File: src/rtl/irq_ctrl.sv
// irq_ctrl: masked, prioritised interrupt controller with CPU ack/EOI handshake
module irq_ctrl #(
  parameter int N_SRC = 6
) (
  input  logic             clk,
  input  logic             rst_n,
  input  logic [N_SRC-1:0] src_irq,
  output logic             cpu_irq,
  output logic [2:0]       irq_id,
  input  logic             cpu_ack,
  output logic [31:0]      dev_out,
  input  logic [31:0]      dev_in,
  input  logic [7:0]       dev_addr,
  input  logic             we
);
  typedef enum logic [1:0] {IDLE = 2'd0, ASSERT = 2'd1, SERVICE = 2'd2} state_t;
  state_t state, state_n;
  logic en, irq_n, ack_fire, eoi;
  logic [2:0] win, id_n;
  logic [7:0] elig8;
  logic [N_SRC-1:0] mask, edge_r, epend, src_q, pend, eligible, rise, chg, clr, ack_clr;
  logic wr_ctrl, wr_mask, wr_edge, wr_pend;
  logic unused;
  assign wr_ctrl = we && dev_addr == 8'h00;
  assign wr_mask = we && dev_addr == 8'h04;
  assign wr_edge = we && dev_addr == 8'h08;
  assign wr_pend = we && dev_addr == 8'h0C;
  assign eoi = we && dev_addr == 8'h10 && state == SERVICE;
  assign ack_fire = cpu_ack && state == ASSERT;
  assign pend = (edge_r & epend) | (~edge_r & src_irq);
  assign eligible = pend & mask & {N_SRC{en}};
  assign elig8 = 8'(eligible);
  assign rise = src_irq & ~src_q;
  assign chg = wr_edge ? (edge_r ^ dev_in[N_SRC-1:0]) : '0;
  assign clr = (wr_pend ? dev_in[N_SRC-1:0] : '0) | ack_clr;
  assign unused = ^dev_in[31:N_SRC];
  // lowest eligible index wins; one-hot clear of the acknowledged source
  always_comb begin
    win = 3'd0;
    ack_clr = '0;
    for (int i = N_SRC - 1; i >= 0; i--) begin
      if (eligible[i]) win = 3'(i);
      ack_clr[i] = ack_fire && irq_id == 3'(i);
    end
  end
  // register read mux
  always_comb begin
    dev_out = dev_addr == 8'h00 ? {31'b0, en} :
              dev_addr == 8'h04 ? 32'(mask) :
              dev_addr == 8'h08 ? 32'(edge_r) :
              dev_addr == 8'h0C ? 32'(pend) :
              dev_addr == 8'h10 ? {27'b0, state, irq_id} : 32'b0;
  end
  // handshake FSM next-state; decisions use pre-write register values
  always_comb begin
    state_n = state;
    irq_n = 1'b0;
    id_n = irq_id;
    case (state)
      IDLE: if (|eligible) begin
        state_n = ASSERT;
        id_n = win;
        irq_n = 1'b1;
      end
      ASSERT: if (cpu_ack) state_n = SERVICE;
        else if (!elig8[irq_id]) state_n = IDLE;
        else irq_n = 1'b1;
      SERVICE: if (eoi) state_n = IDLE;
      default: state_n = IDLE;
    endcase
  end
  // FSM and output registers
  always_ff @(posedge clk or negedge rst_n) begin
    if (!rst_n) begin
      state <= IDLE;
      cpu_irq <= 1'b0;
      irq_id <= 3'd0;
    end else begin
      state <= state_n;
      cpu_irq <= irq_n;
      irq_id <= id_n;
    end
  end
  // config registers and edge latches; a new rise beats a same-cycle clear
  always_ff @(posedge clk or negedge rst_n) begin
    if (!rst_n) begin
      en <= 1'b0;
      mask <= '0;
      edge_r <= '0;
      epend <= '0;
      src_q <= '0;
    end else begin
      if (wr_ctrl) en <= dev_in[0];
      if (wr_mask) mask <= dev_in[N_SRC-1:0];
      if (wr_edge) edge_r <= dev_in[N_SRC-1:0];
      epend <= ((epend & ~clr) | rise) & edge_r & ~chg;
      src_q <= src_irq;
    end
  end
endmodule

File: config.mk
export PLATFORM = sky130hd
export DESIGN_NAME = irq_ctrl
export DESIGN_NICKNAME = d
export VERILOG_FILES = /design/src/rtl/irq_ctrl.sv
export SDC_FILE = /design/constraint.sdc
export NUM_CORES = 1
export LEC_CHECK = 0
export ABC_AREA = 1
export BUFFER_PORTS_ARGS = -buffer_cell sky130_fd_sc_hd__buf_2
export CAP_MARGIN = 15
export CORE_MARGIN = 2
export CORE_UTILIZATION = 48
export DETAILED_ROUTE_END_ITERATION = 12
export PLACE_DENSITY = 0.8
export SLEW_MARGIN = 20
export SYNTH_ARGS = -nofsm -noshare
export SYNTH_HDL_FRONTEND = slang
export SYNTH_SLANG_ARGS = --single-unit
File: constraint.sdc
create_clock -name clk -period 1.46 [get_ports clk]
set_input_delay 0.146 -clock clk [delete_from_list [all_inputs] [get_ports clk]]
set_output_delay 0.146 -clock clk [all_outputs]
set_load 0.01 [all_outputs]
==> results of run 1 <==
[state kept, by name, indices dropped and copies added, names as in the netlist]
signal and cells:
epend 6, edge_r 6, src_q 6, irq_id 3, en 1, cpu_irq 1
mask 6, state 2
[routing by layer]
layer  share of wire  vias to the layer above  track usage  wire length [um]
li1                -                      976            -                 -
met1            0.44                      918        0.277              2170
met2            0.48                       69        0.321              2340
met3           0.064                       12       0.0436               316
met4           0.016                        0       0.0697                80
met5               0                        -            0                 0
[logic make-up after synthesis]
| family | Yosys count |
|---|---|
| buf+inv | 67 |
| flops | 31 |
| compound gates | 39 |
| other cells | 1 |
| simple gates | 153 |
[worst min path at each step]
| stage | startpoint | to | slack (ns) | cells past startpoint |
|---|---|---|---|---|
| after floorplan | rst_n | cpu_irq | -0.15 | 0 |
| after global placement | rst_n | state[0] | 0.24 | 1 |
| after detailed placement | rst_n | state[1] | 0.25 | 1 |
| after CTS | src_irq[1] | src_q[1] | 0.002 | 1 |
| after global routing | src_irq[3] | epend[3] | 0.12 | 3 |
| final | dev_in[2] | mask[2] | 0.10 | 3 |
[what timing repair did]
item                       CTS  global route
hold endpoints to repair    36             1
hold buffers                 6             1
resized for setup            4            10
setup endpoints to repair    4             7
buffers inserted             6             4
pin swaps                    0             8
[cells in the mapped netlist, types with 2 or more instances]
| master | n |
|---|---|
| nand2_1 | 87 |
| dfrtp_1 | 31 |
| buf_4 | 27 |
| inv_1 | 27 |
| nand3_1 | 25 |
| nor2_1 | 18 |
| o21ai_0 | 12 |
| o21ai_1 | 11 |
| nor2_2 | 9 |
| inv_2 | 7 |
| a21oi_1 | 6 |
| a21oi_2 | 6 |
| buf_2 | 3 |
| nor3_1 | 3 |
| inv_4 | 2 |
| nand2_2 | 2 |
| nand2_4 | 2 |
| nand4_1 | 2 |
| o211ai_1 | 2 |
[stage by stage]
stage | setup slack, ns | TNS (ns) | util
after CTS | -0.0107 | -0.0163 | 0.597
after global placement | 0.0898 | 0 | 0.541
final | -0.0488 | -0.112 | 0.613
after detailed placement | 0.0688 | 0 | 0.541
after global routing | -0.115 | -0.368 | 0.613
after floorplan | 0.298 | 0 | -
[cell type report]
type | count | area [sq um]
multi-input cells | 218 | 1040
repair buffers | 53 | 345
inverters | 36 | 140
flip-flops and latches | 31 | 779
clock buffers | 6 | 82.6
fillers | 402 | 1570
clock inverters | 2 | 35.0
well taps | 50 | 62.6
[power groups by stage]
| stage | logic (uW) | clock network, uW | registers (uW) |
|---|---|---|---|
| finish | 469 | 893 | 1000 |
| global route | 525 | 932 | 1010 |
| CTS | 435 | 899 | 1000 |
| detailed placement | 393 | 0 | 1020 |
| global placement | 390 | 0 | 1020 |
| floorplan | 301 | 0 | 1010 |
[worst max-delay path: stages, from the launching register on]
cell and delay [ns]:
dfrtp_1 0.40, inv_2 0.07, nand2_1 0.05, nand2_2 0.07, nand2_1 0.05, o21ai_1 0.08
nor2_1 0.06, nor2_1 0.14, buf_2 0.15
[layout by cell type (no fill, tap or decap), types with 3 or more instances in the layout]
cell type,count
o21ai_1,11
nand2_2,7
nand2_1,81
inv_1,26
nand3_1,25
buf_2,33
dfrtp_1,28
clkbuf_8,6
nor3_1,3
a21oi_1,6
dlygate4sd3_1,7
nand2_4,3
o21ai_0,11
dfrtp_2,3
conb_1,26
inv_2,8
a21oi_2,6
nor2_2,8
nor2_1,18
buf_4,12
==> results.py, run 1 <==
metrics = {
    "power_and_ir_drop": {
        "p_int_uw": 1670,
        "clkPwrFrac": 0.378,
        "vdd_ir_drop_max_v": 0.000628,
        "p_sw_frac": 0.292,
        "p_leak_uw": 0.00141,
        "cellPowerDensity_nw_per_um2": 950,
        "finalPower_uw": 2360,
        "p_switching_uw": 692,
        "seq_power_share": 0.424,
        "p_comb_frac": 0.198,
    },
    "grt": {
        "grt_pass1_vias": 1768,
        "overflow": 0,
        "antenna_found_initial": 0,
        "grt_pass1_wl_mm": 7.88,
        "track_usage": 0.203,
        "grt_max_degree": 32,
    },
    "sta": {
        "rsz0062_at_grt": "yes",
        "skew_ns": 0.0100,
        "fin_ws_ns": -0.0488,
        "hold-worst-slack_ns": 0.104,
        "slew_violations": 0,
        "tightestPinTransition_ns": 0.727,
        "finalHoldViolations": 0,
        "layout_min_cycle_time_ns": 1.51,
        "slew_headroom": 0.515,
        "fmaxAchievable_mhz": 663,
        "fin_crit_sh": 1.03,
        "setup_viol_count_final": 3,
    },
    "cells_and_area": {
        "area_growth_pct": 20.5,
        "drive_gt1_frac": 0.283,
        "num_antenna_cells": 0,
        "final_nets": 395,
        "design_area_sq_um": 2490,
        "fin_cells": 396,
    },
    "route": {
        "antenna_left": 0,
        "drt_iter0_markers": 135,
        "wl_mm": 4.91,
        "routedWlPerCell_um": 12.4,
        "routed-via-count": 1975,
        "avgViaCountPerCell": 4.99,
        "dr.pass1.iters": 4,
        "drc_errors": 0,
    },
    "run_status": {
        "failed_checks": "setup timing",
        "run_status": "finished with violations",
    },
    "synthesis": {
        "synth_compound_area_frac": 0.111,
        "synthXorXnorAreaFrac": 0,
        "synth_edf_count": 0,
        "ys_types": 28,
        "async_flop_share": 1.00,
        "ys_ff_latch": 31,
        "synth.avg_cell_area_sq_um": 7.10,
        "synth_top_family_by_area": "simple AND/OR/NAND/NOR gates",
        "synth-simple-area-share": 0.333,
        "syn_area_sq_um": 2070,
        "netlist_instances": 291,
        "synth_area_leaders": "dfrtp_1 38%, nand2_1 16%, buf_4 9.8%, nand3_1 6.1%, inv_1 4.9%",
        "synth_warnings": 0,
        "yosys.area.top_type": "dfrtp_1",
        "synth_adder_area_share": 0,
        "synth_top_area_frac": 0.376,
        "ys.flop_type": "dfrtp_1",
        "yosysSeqAreaShare": 0.376,
        "synthMuxAreaShare": 0,
    },
    "critical_path": {
        "reg2reg_from": "edge_r[2]",
        "cp_max_fo": 3,
        "endpoint_kind": "output pin",
        "crit_start": "edge_r[2]",
        "startpoint_type": "flop",
        "crit_required_ns": 1.31,
        "rr_worst_depth": 10,
        "worstSetupPathType": "reg2out",
        "reg2reg_to": "irq_id[0]",
        "reg2reg_slack_ns": 0.09,
        "worstPathArrival_ns": 1.36,
        "crit_path_end": "dev_out[2]",
    },
    "placed_design": {
        "numPortBuffers": 33,
        "numPlacedInstances": 371,
        "dp.final_hpwl_mm": 3.47,
        "gp_congestion": 0.906,
        "placed_area_sq_um": 2190,
    },
    "clock_tree": {
        "cts_tree": "yes",
        "cts_buffers": 5,
        "insertion_delay_ns": 0.30,
        "clock_path_buffers": 2,
        "clock-sinks": 31,
        "htree_levels": 2,
        "clk_pin_slew_ns": 0.07,
        "root_buffer": "clkbuf_8",
    },
    "run": {
        "maxCapViolCount": 0,
    },
    "die": {
        "core-area_sq_um": 4060,
        "die-area_sq_um": 4840,
        "dieWidth_um": 69.6,
        "rows": 23,
        "start_util": 0.509,
        "die_h_um": 69.6,
        "ios": 86,
    },
    "min_path": {
        "hold_path.class": "in2reg",
    },
}
Power figures use the tool's default switching activity.
==> inputs of run 2 (changes only) <==
- GPL_TIMING_DRIVEN: not set -> 0
==> run 2 against run 1 <==
  * The flow still finishes with violations (setup timing)
  * Clock power fell by 23%
  * Clock skew down 0.0024 ns
  * Final area up 6.8%
  * Die area unchanged
  * Non-clock buffer count grew 27
  * Setup slack got worse by 0.032 ns
  * Critical endpoint is now dev_out[1]
  * Largest power group unchanged
==> results.py, run 2 (synthesized netlist as in run 1, its figures left out) <==
metrics = {
    "run_status": {
        "run_status": "finished with violations",
        "failed_checks": "setup timing",
    },
    "placed_design": {
        "numPlacedInstances": 398,
        "numPortBuffers": 32,
        "dp.final_hpwl_mm": 3.58,
        "dp_slack_ns": 0.0185,
        "gp_congestion": 0.922,
    },
    "clock_tree": {
        "clk_pin_slew_ns": 0.07,
        "cts_buffers": 5,
        "clock-sinks": 31,
        "clock_path_buffers": 2,
        "root_buffer": "clkbuf_8",
        "cts_tree": "yes",
        "insertion_delay_ns": 0.29,
        "htree_levels": 2,
    },
    "die": {
        "ios": 86,
        "die-area_sq_um": 4840,
        "dieWidth_um": 69.6,
        "rows": 23,
        "start_util": 0.509,
        "die_h_um": 69.6,
        "core-area_sq_um": 4060,
    },
    "run": {
        "maxCapViolCount": 0,
    },
    "power_and_ir_drop": {
        "seq_power_share": 0.457,
        "p_comb_frac": 0.230,
        "p_switching_uw": 675,
        "cellPowerDensity_nw_per_um2": 824,
        "vdd_ir_drop_max_v": 0.000582,
        "clkPwrFrac": 0.313,
        "p_sw_frac": 0.308,
        "p_int_uw": 1520,
        "p_leak_uw": 0.00154,
    },
    "grt": {
        "grt_pass1_wl_mm": 8.01,
        "track_usage": 0.205,
        "antenna_found_initial": 0,
        "grt_max_degree": 32,
        "grt_pass1_vias": 1807,
        "overflow": 0,
    },
    "cells_and_area": {
        "area_growth_pct": 28.6,
        "final_nets": 422,
        "final_common_cell": "nand2_1",
        "num_antenna_cells": 0,
        "fin_cells": 422,
        "final_cell_mix": "78 x nand2_1, 36 x buf_4, 35 x buf_2",
        "drive_gt1_frac": 0.339,
    },
    "route": {
        "drc_errors": 0,
        "routedWlPerCell_um": 11.8,
        "dr.pass1.iters": 5,
        "drt_iter0_markers": 175,
        "wl_mm": 4.97,
        "routed-via-count": 2019,
        "antenna_left": 0,
        "avgViaCountPerCell": 4.78,
    },
    "critical_path": {
        "reg2reg_to": "epend[2]",
        "crit_required_ns": 1.31,
        "reg2reg_from": "state[1]",
        "cp_max_fo": 3,
        "reg2reg_slack_ns": 0.11,
        "startpoint_type": "flop",
        "worstSetupPathType": "reg2out",
        "rr_worst_depth": 6,
        "worstPathArrival_ns": 1.39,
        "endpoint_kind": "output pin",
    },
    "sta": {
        "tightestPinTransition_ns": 0.690,
        "layout_min_cycle_time_ns": 1.54,
        "slew_violations": 0,
        "finalHoldViolations": 0,
        "setup_viol_count_final": 2,
        "fin_ws_ns": -0.0804,
        "slew_headroom": 0.540,
        "skew_ns": 0.00759,
        "fmaxAchievable_mhz": 649,
        "rsz0062_at_grt": "yes",
        "fin_crit_sh": 1.06,
    },
    "min_path": {
        "hold_start": "dev_in[4]",
        "hold_path.class": "in2reg",
        "worst_hold_path.num_cells": 3,
        "min_to": "mask[4]",
    },
}
-- run 2: worst max-delay path by stage --
stage                           start         end  depth (start not counted)
after floorplan                    en   irq_id[0]                          9
after global placement    dev_addr[1]  dev_out[2]                         10
after detailed placement  dev_addr[5]  dev_out[3]                         10
after CTS                   edge_r[1]  dev_out[1]                          8
after global routing        edge_r[1]  dev_out[1]                          8
final                       edge_r[1]  dev_out[1]                          8
-- run 2: per-layer routing --
metal / vias up / global-route usage / routed length [um]
li1: 1026 / - / -
met1: 901 / 0.278 / 2170
met2: 79 / 0.309 / 2270
met3: 13 / 0.0654 / 447
met4: 0 / 0.0719 / 91
met5: - / 0 / 0
-- run 2: power groups by stage --
stage	clock (uW)	combinational, uW	sequential, uW
6_report	686	504	1000
5_1_grt	743	562	1010
4_1_cts	698	488	1000
3_5_place_dp	0	453	1020
3_3_place_gp	0	449	1010
2_1_floorplan	0	301	1010
-- run 2: area by class of cell --
type	instances	area (sq um)
Sequential cell	31	777
Clock buffer	6	82.6
Tap cell	50	62.6
Inverter	36	140
Timing Repair Buffer	49	303
Multi-Input combinational cell	218	1050
Clock inverter	1	5.00
Fill cell	369	1400
Buffer	31	235
-- run 2: timing repair --
item,CTS,global route
endpoints found under the hold margin,37,0
endpoints found under the setup margin,4,7
cloned,0,1
setup buffers,4,5
hold buffers,7,0
resized for setup,7,10
pin swaps,1,7
-- run 2: critical path, cell delays in order (launching register included) --
cell	delay [ns]
dfrtp_1	0.41
inv_2	0.08
nand2_2	0.05
nand2_2	0.09
nand2_2	0.06
o21ai_2	0.06
nor2_1	0.06
nor2_1	0.14
buf_2	0.16
-- run 2: metrics by stage --
step                hold slack, ns  TNS [ns]  total power, uW  utilization  area [sq um]
finish                       0.114    -0.115             2190        0.655          2660
global route                 0.128    -0.435             2320        0.655          2660
detailed placement           0.243         0             1470        0.587          2380
CTS                          0.113   -0.0481             2190        0.637          2580
floorplan                   -0.150         0             1310            -          2160
global placement             0.239         0             1460        0.587          2380
